File: src/rtl/mem_stage.sv
// MEM stage of the 5-stage core: issues word loads/stores, stalls upstream while an access is
// outstanding, resolves branch/jump redirects, and holds the MEM/WB pipeline register.
// Latency: load/store = 1 + memory wait cycles; ALU ops and redirects pass in a single cycle.
// Backpressure: mem_stall freezes PC..EX/MEM while waiting; an access is aborted after TIMEOUT cycles.
module mem_stage #(
  parameter int          TIMEOUT  = 16,
  parameter logic [31:0] ERR_DATA = 32'hDEADBEEF
) (
  input  logic        clk,
  input  logic        rst_n,
  input  logic [31:0] pc_in,
  input  logic [31:0] alu_result_in,
  input  logic [31:0] reg2_in,
  input  logic [31:0] instr_in,
  input  logic        RegWrite_in,
  input  logic        MemToReg_in,
  input  logic        MemRead_in,
  input  logic        MemWrite_in,
  input  logic        Branch_in,
  input  logic        Jump_in,
  input  logic [31:0] pcBranch_in,
  input  logic [31:0] jumpaddr_in,
  output logic        dmem_req,
  output logic        dmem_we,
  output logic [31:0] dmem_addr,
  output logic [31:0] dmem_wdata,
  input  logic        dmem_ack,
  input  logic [31:0] dmem_rdata,
  output logic        mem_stall,
  output logic        pc_redirect,
  output logic [31:0] pc_target,
  output logic [31:0] pc_wb,
  output logic [31:0] alu_result_wb,
  output logic [31:0] mem_rdata_wb,
  output logic [31:0] instr_wb,
  output logic        RegWrite_wb,
  output logic        MemToReg_wb,
  output logic        err_timeout,
  output logic        err_align
);

  localparam int            CW      = $clog2(TIMEOUT + 1);
  localparam logic [CW-1:0] CNT_MAX = CW'(TIMEOUT);

  typedef enum logic {S_IDLE, S_WAIT} state_t;

  state_t        r_state;
  state_t        w_state_nxt;
  logic [CW-1:0] r_cnt;
  logic [CW-1:0] w_cnt_nxt;

  logic        w_memop;
  logic        w_misalign;
  logic        w_access;
  logic        w_is_load;
  logic        w_req;
  logic        w_stall;
  logic        w_timeout;
  logic        w_ack_done;
  logic        w_redir;
  logic [31:0] w_target;
  logic [31:0] w_load_data;

  assign w_memop    = MemRead_in | MemWrite_in;
  assign w_misalign = w_memop & (alu_result_in[1:0] != 2'b00);
  assign w_access   = w_memop & ~w_misalign;
  // Read+write together behaves as a store, so it never returns load data.
  assign w_is_load  = MemRead_in & ~MemWrite_in;
  assign w_ack_done = (r_state == S_WAIT) & dmem_ack;
  assign w_timeout  = (r_state == S_WAIT) & ~dmem_ack & (r_cnt == CNT_MAX);

  // Next-state, wait counter, request and stall generation.
  always_comb begin
    w_state_nxt = r_state;
    w_cnt_nxt   = r_cnt;
    w_req       = 1'b0;
    w_stall     = 1'b0;
    case (r_state)
      S_IDLE: begin
        // Any ack seen here belongs to nobody and is ignored.
        if (w_access) begin
          w_req       = 1'b1;
          w_stall     = 1'b1;
          w_state_nxt = S_WAIT;
          w_cnt_nxt   = CW'(1);
        end
      end
      S_WAIT: begin
        w_req = 1'b1;
        if (dmem_ack || (r_cnt == CNT_MAX)) begin
          w_state_nxt = S_IDLE;
          w_cnt_nxt   = '0;
        end else begin
          w_stall   = 1'b1;
          w_cnt_nxt = r_cnt + CW'(1);
        end
      end
      default: begin
        w_state_nxt = S_IDLE;
        w_cnt_nxt   = '0;
      end
    endcase
  end

  // FSM state and wait-cycle counter.
  always_ff @(posedge clk or negedge rst_n) begin
    if (!rst_n) begin
      r_state <= S_IDLE;
      r_cnt   <= '0;
    end else begin
      r_state <= w_state_nxt;
      r_cnt   <= w_cnt_nxt;
    end
  end

  // Reset forces every combinational output low at once, so an in-flight request drops immediately.
  assign dmem_req   = w_req & rst_n;
  assign mem_stall  = w_stall & rst_n;
  assign dmem_we    = dmem_req & MemWrite_in;
  assign dmem_addr  = dmem_req ? alu_result_in : 32'h0;
  assign dmem_wdata = dmem_req ? reg2_in : 32'h0;

  // Redirect resolution: jump wins over a taken branch (taken when the compare result is zero).
  always_comb begin
    w_redir  = 1'b0;
    w_target = 32'h0;
    if (Jump_in) begin
      w_redir  = 1'b1;
      w_target = jumpaddr_in;
    end else if (Branch_in && (alu_result_in == 32'h0)) begin
      w_redir  = 1'b1;
      w_target = pcBranch_in;
    end
  end

  assign pc_redirect = w_redir & rst_n;
  assign pc_target   = rst_n ? w_target : 32'h0;

  // When a load is not stalled it either got its ack, timed out, or was misaligned.
  assign w_load_data = w_ack_done ? dmem_rdata : ERR_DATA;

  // MEM/WB register: bubble while stalled, otherwise advance the instruction.
  always_ff @(posedge clk or negedge rst_n) begin
    if (!rst_n) begin
      pc_wb         <= 32'h0;
      alu_result_wb <= 32'h0;
      mem_rdata_wb  <= 32'h0;
      instr_wb      <= 32'h0;
      RegWrite_wb   <= 1'b0;
      MemToReg_wb   <= 1'b0;
    end else if (w_stall) begin
      instr_wb    <= 32'h0;
      RegWrite_wb <= 1'b0;
      MemToReg_wb <= 1'b0;
    end else begin
      pc_wb         <= pc_in;
      alu_result_wb <= alu_result_in;
      mem_rdata_wb  <= w_is_load ? w_load_data : 32'h0;
      instr_wb      <= instr_in;
      RegWrite_wb   <= RegWrite_in;
      MemToReg_wb   <= MemToReg_in;
    end
  end

  // Sticky error flags, cleared only by reset.
  always_ff @(posedge clk or negedge rst_n) begin
    if (!rst_n) begin
      err_timeout <= 1'b0;
      err_align   <= 1'b0;
    end else begin
      if (w_timeout) err_timeout <= 1'b1;
      if ((r_state == S_IDLE) && w_misalign) err_align <= 1'b1;
    end
  end

endmodule
File: config.mk
export PLATFORM = sky130hd
export DESIGN_NAME = mem_stage
export DESIGN_NICKNAME = d
export VERILOG_FILES = /design/src/rtl/mem_stage.sv
export SDC_FILE = /design/constraint.sdc
export NUM_CORES = 1
export LEC_CHECK = 0
export ABC_AREA = 0
export BUFFER_PORTS_ARGS = -buffer_cell sky130_fd_sc_hd__buf_2
export CAP_MARGIN = 10
export CORE_AREA = 2 2 181 183
export CTS_CLUSTER_SIZE = 8
export DETAILED_ROUTE_END_ITERATION = 8
export DIE_AREA = 0 0 183 185
export PLACE_DENSITY_LB_ADDON = 0.15
export SLEW_MARGIN = 40
export SYNTH_ARGS = -nofsm -noshare
export SYNTH_HDL_FRONTEND = slang
export SYNTH_SLANG_ARGS = --single-unit
File: constraint.sdc
create_clock -name clk -period 1.9 [get_ports clk]
set_input_delay 0.38 -clock clk [delete_from_list [all_inputs] [get_ports clk]]
set_output_delay 0.38 -clock clk [all_outputs]
set_load 0.02 [all_outputs]
-- Yosys cells after proc, flatten, opt, wreduce, memory -nomap -nowiden
Index checks and enable logic that the tools add are counted.
- ROM bits: 0
- memories kept: 0
- memory bits (writable): 0
- bits in latches: 0
- word-level logic and storage cells: 52
- flip-flop bits (word level): 138
- bitwise operators: 15
- shifts and indexed selects: 0
- reduce and logical (&&, ||, !) cells: 5
- add/subtract/negate cells: 1
- div/mod/pow operators: 0
- multiply operators: 0
- multiplexer cells: 19
- magnitude comparators: 0
- eq/ne operators: 2
- operator list (kind ; count):
    2-to-1 mux 32 bit ; 8
    logical NOT 32 bit ; 1
    bitwise AND 1 bit ; 10
    2-to-1 mux 5 bit ; 2
    one-hot mux 5 bit (2 select lines) ; 1
    2-to-1 mux 1 bit ; 6
    adder 5 x 1 -> 5 bit (second input constant) ; 1
    equality test 5 bit (second input constant) ; 1
    NOT 1 bit ; 4
    one-hot mux 1 bit (2 select lines) ; 2
    logical AND 1 bit ; 2
    inequality test 2 bit (second input constant) ; 1
    nonzero test 2 bit ; 1
    logical OR 1 bit ; 1
    bitwise OR 1 bit ; 1

-- Depth between registers and ports, before layout
- depth in word-level cells: 8
- depth in mapped cells: 8
- mapped depth without buffers: 7

-- Worst setup path after synthesis
OpenSTA, ideal clock, no wires.
- path kind: input -> output
- start point: input port alu_result_in[27]
- end point: output port pc_target[30]
- data required time: 1.520 ns
- arrival time: 1.833 ns
- path buffers: 0
- path slack: -0.313 ns
- stages: 4
- cells stage by stage: nor4b_1 -> and4_1 -> nand3_1 -> o41ai_1
- word-level cells in the longest chain between the ends: 5
- RTL lines (what ; line ; RTL):
    start: declaration ; 12 ; input logic [31:0] alu_result_in,
    logical NOT 32 bit ; 130 ; end else if (Branch_in && (alu_result_in == 32'h0)) begin
    logical AND 1 bit ; 130 ;
    2-to-1 mux 32 bit ; 130 ;
    2-to-1 mux 32 bit ; 127 ; if (Jump_in) begin
    2-to-1 mux 32 bit ; 137 ; assign pc_target = rst_n ? w_target : 32'h0;
    end: declaration ; 31 ; output logic [31:0] pc_target,
Every way passes these cells.

-- Worst setup path after layout
- start point: input port alu_result_in[14]
- end point: output port pc_target[24]
The elaborated chain is that of the path after synthesis.

==> summary.txt <==
Status -> finished, violations left
Failing checks -> negative setup slack
Final Util -> 40.8%
Slowest cell on crit path -> nor4_4
Min-Delay Path Class -> in -> reg
# setup viols final -> 171
Leak Pwr -> 0.00665 µW
Core area -> 32,000 µm²
DRT iter0 DRCs -> 144
Fillers -> 3,099
Predominant post-synthesis flop cell -> dfrtp_1
Largest net degree at the start of global routing -> 62
Synth Instances -> 567
Hold_buf cts -> 0
Die Span Y -> 185 µm
Chip width -> 183 µm
FF-to-FF path depth -> 10
CTS H-tree lvls -> 4
Final wirelength -> 28,200 µm
Period minus WS final -> 2440 ps
Slew headroom -> 58.6%
Grt ovf -> 0
Initial antenna violation count -> 2
Max-slew violations -> 0
Setup WS pre-CTS -> -991 ps
RR Startpoint -> r_cnt[1]
Required time of the critical path -> 1520 ps
Total CTS buffers -> 17
Worst setup path start -> alu_result_in[14]
Port buffer count -> 464
Via Count -> 6,517
Initial core utilization -> 20.7%
Avg Inst Size Synth -> 11.7 µm²
Crit-path max FO -> 5
# placed instances -> 1,495
Final Cycle Share -> 128%
Vias in the first global route -> 6,830
Min-delay src -> instr_in[18]
Post-synthesis register bit count -> 138
Fmax -> 410 MHz
Max cap viols -> 0
Largest stage delay on the critical path -> 380 ps
Layout Cells excl Fill -> 1,574
Power density of the placed cells -> 1100 nW/µm²
Fin. Hold Viols -> 0
Count of cell types in the netlist -> 39
Post-synth EDFFs -> 0
Post-DP Area -> 10,600 µm²
Drt drc -> 0
Nets -> 1,386
Synth warnings -> 0
Final WS setup -> -541 ps
Worst path cell trace -> buf_8 -> nor4_4 -> buf_4 -> and4_4 -> nand3_4 -> buf_12 -> buf_16 -> o31ai_4 -> buf_6
Max Root-Sink Buffers -> 2
Clock root cell -> clkbuf_16
CTS clk-pin slew, worst paths -> 80 ps
Global Route Usage Sum -> 15.9%
Final Cell Area -> 13,100 µm²
Vias per cell -> 4.14
# IOs -> 465
Post-route setup TNS -> -30,050 ps
DR WL/cell -> 17.9 µm
Clock skew -> 19.4 ps
CTS tree -> done
Clk sinks -> 138
Startpoint types -> primary input
Seq/Total Area, Yosys -> 52.0%
Mapped Area -> 6640 µm²
Max rail drop VDD -> 0.000547 V
Clock Latency Late Sink -> 430 ps
Fraction of registers with async set/reset -> 100%
Crit path DAT -> 2060 ps
First-pass GRT wire length -> 40,600 µm
GP Congestion -> 0.717
Reg2reg setup slack -> -210 ps
Slew @ Worst Pin -> 621 ps
Mapped Nets -> 802
Final HPWL DP -> 19,300 µm
RSZ-0062 raised after global routing -> yes
Setup crit end kind -> output port
Worst setup path endpoint -> pc_target[24]
Setup Crit Path Kind -> in -> out
Worst reg2reg endpoint -> alu_result_wb[23]
Final ANT Viol Nets -> 0
Area of the die -> 33,900 µm²
Synth-to-layout area growth -> 96.9%
Row count -> 66
DRT Pass-1 Iters -> 4
Layout cells sized above 1 -> 73.5%
-- per-layer routing --
| metal | GRT usage (%) | up-vias | part of all wire (%) |
|---|---|---|---|
| met5 | 0 | - | 0 |
| met2 | 28.9 | 272 | 52 |
| met3 | 4.62 | 25 | 7.0 |
| met1 | 18.1 | 3130 | 39 |
| met4 | 4.51 | 0 | 1.5 |
| li1 | - | 3090 | - |
-- registers in the layout, indices dropped and copies added (netlist names) --
| signal | cells |
|---|---|
| instr_wb | 32 |
| MemToReg_wb | 1 |
| err_timeout | 1 |
| err_align | 1 |
| pc_wb | 32 |
| RegWrite_wb | 1 |
| mem_rdata_wb | 32 |
| r_cnt | 5 |
| r_state | 1 |
| alu_result_wb | 32 |
-- Yosys cell counts (all sizes together), types with 4 or more instances --
library cell / n / area share [%]
clkbuf: 26 / 1.5
a21o: 4 / 0.57
inv: 29 / 1.7
nand3: 5 / 0.38
nor4: 6 / 0.57
nor2: 4 / 0.23
mux2i: 25 / 3.8
o21ai: 24 / 1.8
nand2: 65 / 3.7
mux2: 64 / 14
a22o: 11 / 1.5
o31ai: 31 / 3.5
and2: 98 / 9.2
dfrtp: 138 / 52
buf: 13 / 2.2
-- stage by stage --
step	hold slack (ps)	total power (µW)
2_1_floorplan	84.4	7390
6_report	167	14400
5_1_grt	154	15100
3_3_place_gp	438	9410
3_5_place_dp	448	9390
4_1_cts	123	14400
-- area by class of cell --
cell class	instances	area [µm²]	share of cell area, %
well taps	408	510	3.91
diodes	2	5.00	0.0383
repair buffers	603	4700	35.9
clock inverters	15	171	1.31
multi-input cells	361	3670	28.1
inverters	29	121	0.928
repair inverters	1	11.3	0.0861
flip-flops and latches	138	3450	26.4
clock buffers	17	425	3.25
-- critical path: cells and delay by family --
family | cells | cell delay, ps
compound gates | 1 | 240
buf+inv | 5 | 740
simple gates | 3 | 700
-- power by group --
part	total, µW	internal (µW)	switching (µW)
clock network	3420	1780	1650
registers	4090	3710	377
logic	6840	3530	3310
-- worst min-delay path by stage --
stage	end	slack, ps	depth (start not counted)
after floorplan	MemToReg_wb	80	0
after global placement	err_align	440	1
after detailed placement	err_align	450	1
after CTS	instr_wb[27]	120	2
after global routing	instr_wb[13]	150	2
final	instr_wb[18]	170	2
-- cells in the final DEF, fill, tap and decap left out, types with 4 or more instances in the layout --
cell type and instances:
inv_1 26, mux2_4 64, a22o_1 11, mux2i_1 24
o21ai_0 24, clkbuf_16 22, clkinv_8 5, buf_8 10
buf_12 33, dfrtp_1 137, o31ai_4 31, inv_8 6
nor2_1 4, buf_2 363, buf_6 108, buf_4 79
and2_4 97, nand2_1 65, buf_16 5
-- cell families (layout without fill, tap and decap cells) --
family | Yosys count | count (layout) | synth area share, %
AND/OR/NAND/NOR | 192 | 192 | 15.8
flip-flops | 138 | 138 | 52.0
multiplexers | 89 | 89 | 18.1
AO/OA/AOI/OAI | 78 | 78 | 8.33
buffers and inverters | 68 | 665 | 5.43
adder cells (fa/ha/maj) | 2 | 2 | 0.377
other | 0 | 2 | 0
-- what timing repair did --
item,CTS,global route
pin swaps,77,43
gates cloned,17,7
buffers inserted,27,12
endpoints found under the setup margin,162,225
resized for setup,321,60
Note: power is estimated with default switching activity, not from simulation.
